$ cat src/rtl/bcd_scan_source.sv
// rtl/bcd_scan_source.sv - binary amount to packed BCD (double-dabble) with a free-running digit scanner
// The display register is only written on the final conversion iteration, so the scan never shows partial digits.
module bcd_scan_source #(
  parameter int WIDTH     = 27,
  parameter int MAX_VALUE = 99999999,
  parameter int DIGITS    = 8
) (
  input  logic             sclk_1ms,
  input  logic             rst,
  input  logic             load,
  input  logic [WIDTH-1:0] amount,
  input  logic             blank_lz,
  output logic             busy,
  output logic             done,
  output logic             overflow,
  output logic [2:0]       digit_sel,
  output logic [3:0]       LED_BCD,
  output logic             digit_blank
);

  localparam int CW = $clog2(WIDTH);
  localparam int BW = 4 * DIGITS;
  localparam logic [WIDTH-1:0] MAX_V = WIDTH'(MAX_VALUE);

  typedef enum logic {IDLE, CONV} state_t;

  state_t           state, state_next;
  logic [WIDTH-1:0] shift_q;
  logic [BW-1:0]    acc_q, acc_adj, acc_next, disp_q;
  logic [CW-1:0]    cnt_q;
  logic             accept, last_iter, too_big;

  logic [2:0]        sel_next;
  logic [DIGITS-1:0] upper_zero;
  logic              blank_next;
  logic [3:0]        digit_next;

  assign too_big   = (amount > MAX_V);
  assign accept    = (state == IDLE) && load;
  assign last_iter = (state == CONV) && (cnt_q == CW'(WIDTH - 1));

  always_ff @(posedge sclk_1ms or posedge rst) begin
    if (rst) state <= IDLE;
    else     state <= state_next;
  end

  always_comb begin
    state_next = state;
    case (state)
      IDLE:    if (load) state_next = CONV;
      CONV:    if (last_iter) state_next = IDLE;
      default: state_next = IDLE;
    endcase
  end

  always_comb begin
    busy = (state == CONV);
  end

  // Add-3 correction on every nibble before the shift, then pull in the next binary bit.
  always_comb begin
    acc_adj = acc_q;
    for (int i = 0; i < DIGITS; i++) begin
      if (acc_q[4*i +: 4] >= 4'd5) acc_adj[4*i +: 4] = acc_q[4*i +: 4] + 4'd3;
    end
    acc_next = {acc_adj[BW-2:0], shift_q[WIDTH-1]};
  end

  always_ff @(posedge sclk_1ms or posedge rst) begin
    if (rst) begin
      shift_q  <= '0;
      acc_q    <= '0;
      cnt_q    <= '0;
      disp_q   <= '0;
      overflow <= 1'b0;
      done     <= 1'b0;
    end else begin
      done <= last_iter;
      if (accept) begin
        shift_q  <= too_big ? MAX_V : amount;
        acc_q    <= '0;
        cnt_q    <= '0;
        overflow <= too_big;
      end else if (state == CONV) begin
        acc_q   <= acc_next;
        shift_q <= {shift_q[WIDTH-2:0], 1'b0};
        cnt_q   <= cnt_q + 1'b1;
        if (last_iter) disp_q <= acc_next;
      end
    end
  end

  // Outputs are computed for the position being entered, so they always match the registered digit_sel.
  assign sel_next = digit_sel + 3'd1;

  always_comb begin
    upper_zero = '0;
    for (int k = 0; k < DIGITS; k++) begin
      upper_zero[k] = ((disp_q >> (4 * k)) == '0);
    end
    blank_next = blank_lz && (sel_next != 3'd0) && upper_zero[sel_next];
    digit_next = disp_q[{sel_next, 2'b00} +: 4];
  end

  always_ff @(posedge sclk_1ms or posedge rst) begin
    if (rst) begin
      digit_sel   <= 3'd0;
      LED_BCD     <= 4'd0;
      digit_blank <= 1'b0;
    end else begin
      digit_sel   <= sel_next;
      digit_blank <= blank_next;
      LED_BCD     <= blank_next ? 4'hF : digit_next;
    end
  end

endmodule

$ cat config.mk
export PLATFORM = sky130hd
export DESIGN_NAME = bcd_scan_source
export DESIGN_NICKNAME = d
export VERILOG_FILES = /design/src/rtl/bcd_scan_source.sv
export SDC_FILE = /design/constraint.sdc
export NUM_CORES = 1
export LEC_CHECK = 0
export BUFFER_PORTS_ARGS = -buffer_cell sky130_fd_sc_hd__buf_2
export CAP_MARGIN = 30
export CORE_ASPECT_RATIO = 1.75
export CORE_MARGIN = 2
export CORE_UTILIZATION = 48
export CTS_CLUSTER_SIZE = 16
export DETAILED_ROUTE_END_ITERATION = 7
export PLACE_DENSITY_LB_ADDON = 0.25
export SYNTH_ARGS = -nofsm -noshare
export SYNTH_HDL_FRONTEND = slang
export SYNTH_SLANG_ARGS = --single-unit
$ cat constraint.sdc
create_clock -name sclk_1ms -period 4.05 [get_ports sclk_1ms]
set_clock_uncertainty 0.2 [all_clocks]
set_input_delay 0.81 -clock sclk_1ms [delete_from_list [all_inputs] [get_ports sclk_1ms]]
set_output_delay 0.81 -clock sclk_1ms [all_outputs]
set_load 0.02 [all_outputs]
==> impl_metrics.yaml, run 1 <==
timing:
  fmax_ghz: 0.3773
  setup_tns_ns: 0
  rsz0062_at_grt: "no"
  report.final.slew_viol_count: 0
  min_period_ns: 2.651
  fin_crit_sh_pct: 65.45
  worst_pin_slew_ns: 0.9385
  setup_violations: 0
  slew_headroom_pct: 37.28
  hold_viol_final: 0
clocking:
  cts_tree: "done"
  cts.clk_slew.worst_paths_ns: 0.07
  root_buffer: "clkbuf_16"
  cts-htree-levels: 3
  cts_hold_buffers: 0
  insertion_delay_ns: 0.35
  clock_sinks: 107
  post_cts_buffers: 0
  cts.repair.resized: 0
  cts_buffer_depth: 2
  cts_buffers: 9
hold_path:
  min-delay-path-class: "flop to flop"
pwr:
  p_per_area_mw_per_mm2: 764.6
  ir_drop_mv: 0.3885
  finalPower_w: 0.004599
  p_leak_nw: 2.779
drt:
  ant_nets: 0
  drt-pass1-iter-count: 4
  met1_length_mm: 4.777
  dr_wl_met2_mm: 6.251
  drc: 0
  vias_per_cell: 5.841
  met3_length_um: 375
  drtIter0Drc: 232
  wl_per_cell_um: 17.43
  dr_total_vias: 3943
  totalWireLength_mm: 11.77
  highest_layer: "met4"
placement:
  hpwl_mm: 8.545
  io_buffer_count: 41
  place_inst: 659
  gp_congestion: 0.8363
final_layout:
  drive_gt1_share_pct: 18.97
  fillCellCount: 1003
  nNetsFinal: 589
  antenna_cells: 0
  final_cells: 675
  syn2layout_area_growth_pct: 12.08
  regArea_mm2: 0.002678
  multiInputGateArea_mm2: 0.002486
logic_synthesis:
  synth_fp_nets: 555
  synth-seq-cells: 107
  synth_cells: 504
  yosysTopAreaCellShare_pct: 49.90
  syn_avg_cell_area_um2: 10.65
  synth_cell_type_count: 46
  synth.area.top_cells: "dfrtp_1, ha_1, o21ai_0, mux2i_1, a21oi_1"
  ys_seq_area_share_pct: 49.90
  synthArstFlopShare_pct: 100.0
  ys_warn_count: 0
  netlist.top_cell.by_area: "dfrtp_1"
  synth_edf_count: 0
  synth_area_mm2: 0.005366
  yosys_most_used_dff: "dfrtp_1"
global_routing:
  overflow: 0
  grt_pass1_wl_mm: 19.77
  antenna_found_initial: 0
  grt_max_degree: 67
  grtUsageTotal_pct: 20.72
  grt_pass1_vias: 4000
floorplan:
  start_util_pct: 48.61
  io_pins: 42
  die_w_um: 83.93
  fp.coreArea_mm2: 0.01104
  die_y_um: 143.9
  fp-row-count: 51
  dieArea_mm2: 0.01208
run:
  cap_violations: 0
worst_setup_path:
  cp_slowest_cell: "ha_1"
  endpoint_kind: "flop"
  cp.arrival_ns: 2.73
  critical_path_required_ns: 4.13
  critPathKind: "flop to flop"
  startpoint_type: "flop"
  worstPathCellList: "ha_1 > nand2b_1 > o2111ai_1 > or3b_2 > nand3_1"
  cp_max_fo: 16
  worst_path_largest_cell_delay_ns: 0.81
outcome:
  status: "finished clean"
## kinds of logic (layout without fill, tap and decap cells)
family                     after synthesis  count (layout)  share of synthesized area (%)
AOI/OAI and AO/OA                      150             150                          17.44
and+or+nand+nor                        115             115                          11.17
DFF                                    107             107                          49.90
buffers and inverters                   54              93                          3.964
muxes                                   49              49                          11.40
adders and majority gates               20              20                          4.663
xor gates and xnor gates                 9               9                          1.469
## critical path, delay by kind of cell, from the launching register on
| kind | cells | cell delay (ns) |
|---|---|---|
| DFF | 1 | 0.60 |
| and+or+nand+nor | 3 | 0.82 |
| AOI/OAI and AO/OA | 1 | 0.14 |
| adders and majority gates | 1 | 0.81 |
## synth_stat cells (2+ instances only)
cell,instances
mux2i_1,24
inv_1,27
a21o_1,2
nand4b_1,2
a21o_2,5
nor2_1,28
o22ai_1,10
dfrtp_1,107
nand2_1,35
mux2_2,17
nand4_1,4
mux4_2,8
o31ai_1,5
clkbuf_1,19
a211oi_1,4
nor3_1,2
nand2b_1,9
ha_1,20
buf_2,2
nor3b_1,15
buf_1,4
a22o_1,20
and3_1,2
nand3_1,7
o21ai_0,49
xnor2_1,8
nor4_1,7
a31oi_1,2
a21oi_1,43
## layer usage
metal | track usage (%) | vias up
met3 | 3.504 | 22
met2 | 36.93 | 86
met4 | 9.168 | 0
met5 | 0 | -
met1 | 24.43 | 1945
li1 | - | 1890
## cell type report
cell class	count	share of cell area [%]
Inverter	28	1.789
Multi-Input combinational cell	343	41.34
Clock inverter	6	1.227
Tap cell	132	2.746
Timing Repair Buffer	49	4.410
Clock buffer	10	3.973
Sequential cell	107	44.52
## report_power, final
| part | switching [W] | internal [W] | total (W) |
|---|---|---|---|
| clock | 0.000406 | 0.000503 | 0.000909 |
| sequential | 0.000412 | 0.00154 | 0.00195 |
| combinational | 0.000900 | 0.000837 | 0.00174 |
## registers in the layout (all words and copies together) (netlist names)
signal       count
done             1
shift_q         27
digit_sel        3
disp_q          32
overflow         1
LED_BCD          4
digit_blank      1
acc_q           32
busy             1
cnt_q            5
## stage by stage
stage | area [um^2] | util [%] | hold WS, ns | setup WS [ns]
after floorplan | 5366 | - | 0.2403 | 0.2228
after global placement | 5702 | 51.65 | 0.2657 | 1.245
after detailed placement | 5702 | 51.65 | 0.2843 | 1.186
after CTS | 6015 | 54.48 | 0.2979 | 1.389
after global routing | 6015 | 54.48 | 0.3186 | 1.246
final | 6015 | 54.48 | 0.2852 | 1.399
## cell usage in the layout, fill, tap and decap left out, types with 10 or more instances in the layout
cell	synthesis	routed
ha_1	20	20
mux2_2	17	17
o21ai_0	49	49
a21oi_1	43	43
mux2i_1	24	24
buf_2	2	41
dfrtp_1	107	107
inv_1	27	26
nor3b_1	15	15
o22ai_1	10	10
nand2_1	35	35
a22o_1	20	20
nor2_1	28	26
## final timing paths
kind	from	endpoint	slack, ns	depth (start not counted)
hold / removal	shift_q[19]	shift_q[20]	0.29	2
max in group asynchronous	rst	LED_BCD[1]	2.40	3
hold reg to reg	shift_q[19]	shift_q[20]	0.29	2
setup / recovery	digit_sel[0]	LED_BCD[2]	1.40	5
setup reg to reg	digit_sel[0]	LED_BCD[2]	1.40	5
min in group asynchronous	rst	shift_q[4]	0.41	2
Power figures use the tool's default switching activity.
==> run 2, diff against run 1 <==
Settings changed: ABC_AREA from default to 1.
Clock period 4.05 ns to 2.3 ns, I/O delays scaled along.
==> run 2 against run 1 <==
  * First-iteration DRC count rose by 36%
  * Non-clock buffer count rose by 2
  * Global-route usage fell by 1.2 points
  * Clock power rose by 67%
  * Total power rose by 71%
==> impl_metrics.yaml, run 2 <==
outcome:
  status: "finished clean"
drt:
  vias_per_cell: 5.459
  drc: 0
  wl_per_cell_um: 14.07
  drt-pass1-iter-count: 4
  drtIter0Drc: 315
  totalWireLength_mm: 11.50
  dr_total_vias: 4460
  ant_nets: 0
worst_setup_path:
  startpoint_type: "flop"
  cp_max_fo: 14
  cp_slowest_cell: "ha_1"
  worstPathCellList: "ha_1 > nand2_1 > o32ai_1 > a21oi_1 > nand2_1"
  worst_path_largest_cell_delay_ns: 0.52
  critical_path_required_ns: 2.38
  cp.arrival_ns: 2.00
  cpLargestDelayFamily: "adder cells"
  critPathKind: "flop to flop"
  crit_top_cell: "nand2_1"
  endpoint_kind: "flop"
  critPathBufInv: 0
clocking:
  cts.clk_slew.worst_paths_ns: 0.07
  cts_buffer_depth: 2
  cts-htree-levels: 3
  cts_hold_buffers: 0
  post_cts_buffers: 0
  insertion_delay_ns: 0.34
  cts.repair.resized: 0
  clock_sinks: 107
  cts_tree: "done"
  cts_buffers: 9
  root_buffer: "clkbuf_16"
logic_synthesis:
  netlist.top_cell.by_area: "dfrtp_1"
  syn_avg_cell_area_um2: 8.512
  synth_common_cells: "nand2_1, dfrtp_1, o21ai_0, inv_1, nor2_1"
  synthArstFlopShare_pct: 100.0
  yosys_most_used_dff: "dfrtp_1"
  synth_cell_type_count: 35
  synth_fp_nets: 696
  synth-seq-cells: 107
  ys_warn_count: 0
  synth_cells: 645
  synth.area.top_cells: "dfrtp_1, nand2_1, o21ai_0, ha_1, inv_1"
  post-synth-top-count-cell: "nand2_1"
  ys_seq_area_share_pct: 48.77
  synth_area_mm2: 0.005490
  yosysTopAreaCellShare_pct: 48.77
  synth_edf_count: 0
timing:
  setup_tns_ns: 0
  worst_pin_slew_ns: 0.5604
  report.final.slew_viol_count: 0
  fmax_ghz: 0.5219
  hold_viol_final: 0
  hold_slack_ns: 0.06462
  min_period_ns: 1.916
  fin_crit_sh_pct: 83.31
  setup_violations: 0
  rsz0062_at_grt: "no"
  slew_headroom_pct: 62.64
final_layout:
  layout_commonest_cell: "nand2_1"
  final_cells: 817
  drive_gt1_share_pct: 15.04
  syn2layout_area_growth_pct: 10.94
  reg.largest.list: "acc_q: 32 flops, disp_q: 32 flops, shift_q: 27 flops"
  fillCellCount: 1045
  antenna_cells: 0
  layout_common_cells: "nand2_1, dfrtp_1, o21ai_0"
  nNetsFinal: 731
run:
  cap_violations: 0
placement:
  io_buffer_count: 41
  gp_congestion: 0.9064
  place_inst: 801
  hpwl_mm: 8.326
global_routing:
  grt_pass1_vias: 4490
  antenna_found_initial: 0
  overflow: 0
  grtUsageTotal_pct: 19.50
  grt_pass1_wl_mm: 19.71
  grt_max_degree: 108
pwr:
  p_per_area_mw_per_mm2: 1288
  ir_drop_mv: 0.6212
  p_leak_nw: 3.060
floorplan:
  dieArea_mm2: 0.01234
  die_y_um: 145.5
  fp-row-count: 51
  fp.coreArea_mm2: 0.01117
  io_pins: 42
  start_util_pct: 49.17
  die_w_um: 84.85
hold_path:
  min-delay-path-class: "input pin to async pin"
run 2: path summary, 6_finish.rpt:
path,depth (start not counted),from,end,slack (ns)
worst max-delay path,5,digit_sel[1],LED_BCD[1],0.38
worst min-delay path,3,rst,shift_q[22],0.06
worst max register to register,5,digit_sel[1],LED_BCD[1],0.38
worst min register to register,2,overflow,overflow,0.29
max in group asynchronous,3,rst,busy,1.41
min in group sclk_1ms,3,amount[12],shift_q[12],0.16
run 2: cell type report:
type | count | area, um^2 | share of cell area, %
flip-flops and latches | 107 | 2678 | 43.96
multi-input cells | 447 | 2404 | 39.46
repair buffers | 51 | 305.3 | 5.012
inverters | 64 | 244.0 | 4.006
clock buffers | 11 | 242.7 | 3.985
well taps | 132 | 165.2 | 2.712
clock inverters | 5 | 52.55 | 0.8628
run 2: layer usage:
metal / vias to the layer above / track usage (%) / wire length [um]
met5: - / 0 / 0
met4: 0 / 7.143 / 269
met3: 19 / 3.800 / 383
met2: 84 / 36.34 / 6323
met1: 2121 / 21.45 / 4521
li1: 2236 / - / -
run 2: where the power goes:
part | internal, W | switching (W)
logic | 0.00121 | 0.00186
clock network | 0.000868 | 0.000655
registers | 0.00270 | 0.000549
total | 0.00478 | 0.00307
run 2: worst min-delay path, stage by stage:
cell	delay, ns
buf_2	0.11
clkinvlp_4	0.07
buf_12	0.41
run 2: kinds of logic after synthesis:
kind of cell | synth area share, %
buf+inv | 7.452
xor+xnor | 1.276
fa+ha+maj | 4.558
flops | 48.77
compound gates | 17.59
simple gates | 20.35
run 2: through the flow:
step	setup WS (ns)	power [W]	util, %	instance area (um^2)
after floorplan	0.3525	0.005517	-	5494
after global placement	0.3361	0.006150	51.90	5796
after detailed placement	0.2719	0.006362	51.90	5796
after CTS	0.3906	0.007914	54.54	6091
after global routing	0.1699	0.008566	54.54	6091
final	0.3840	0.007845	54.54	6091
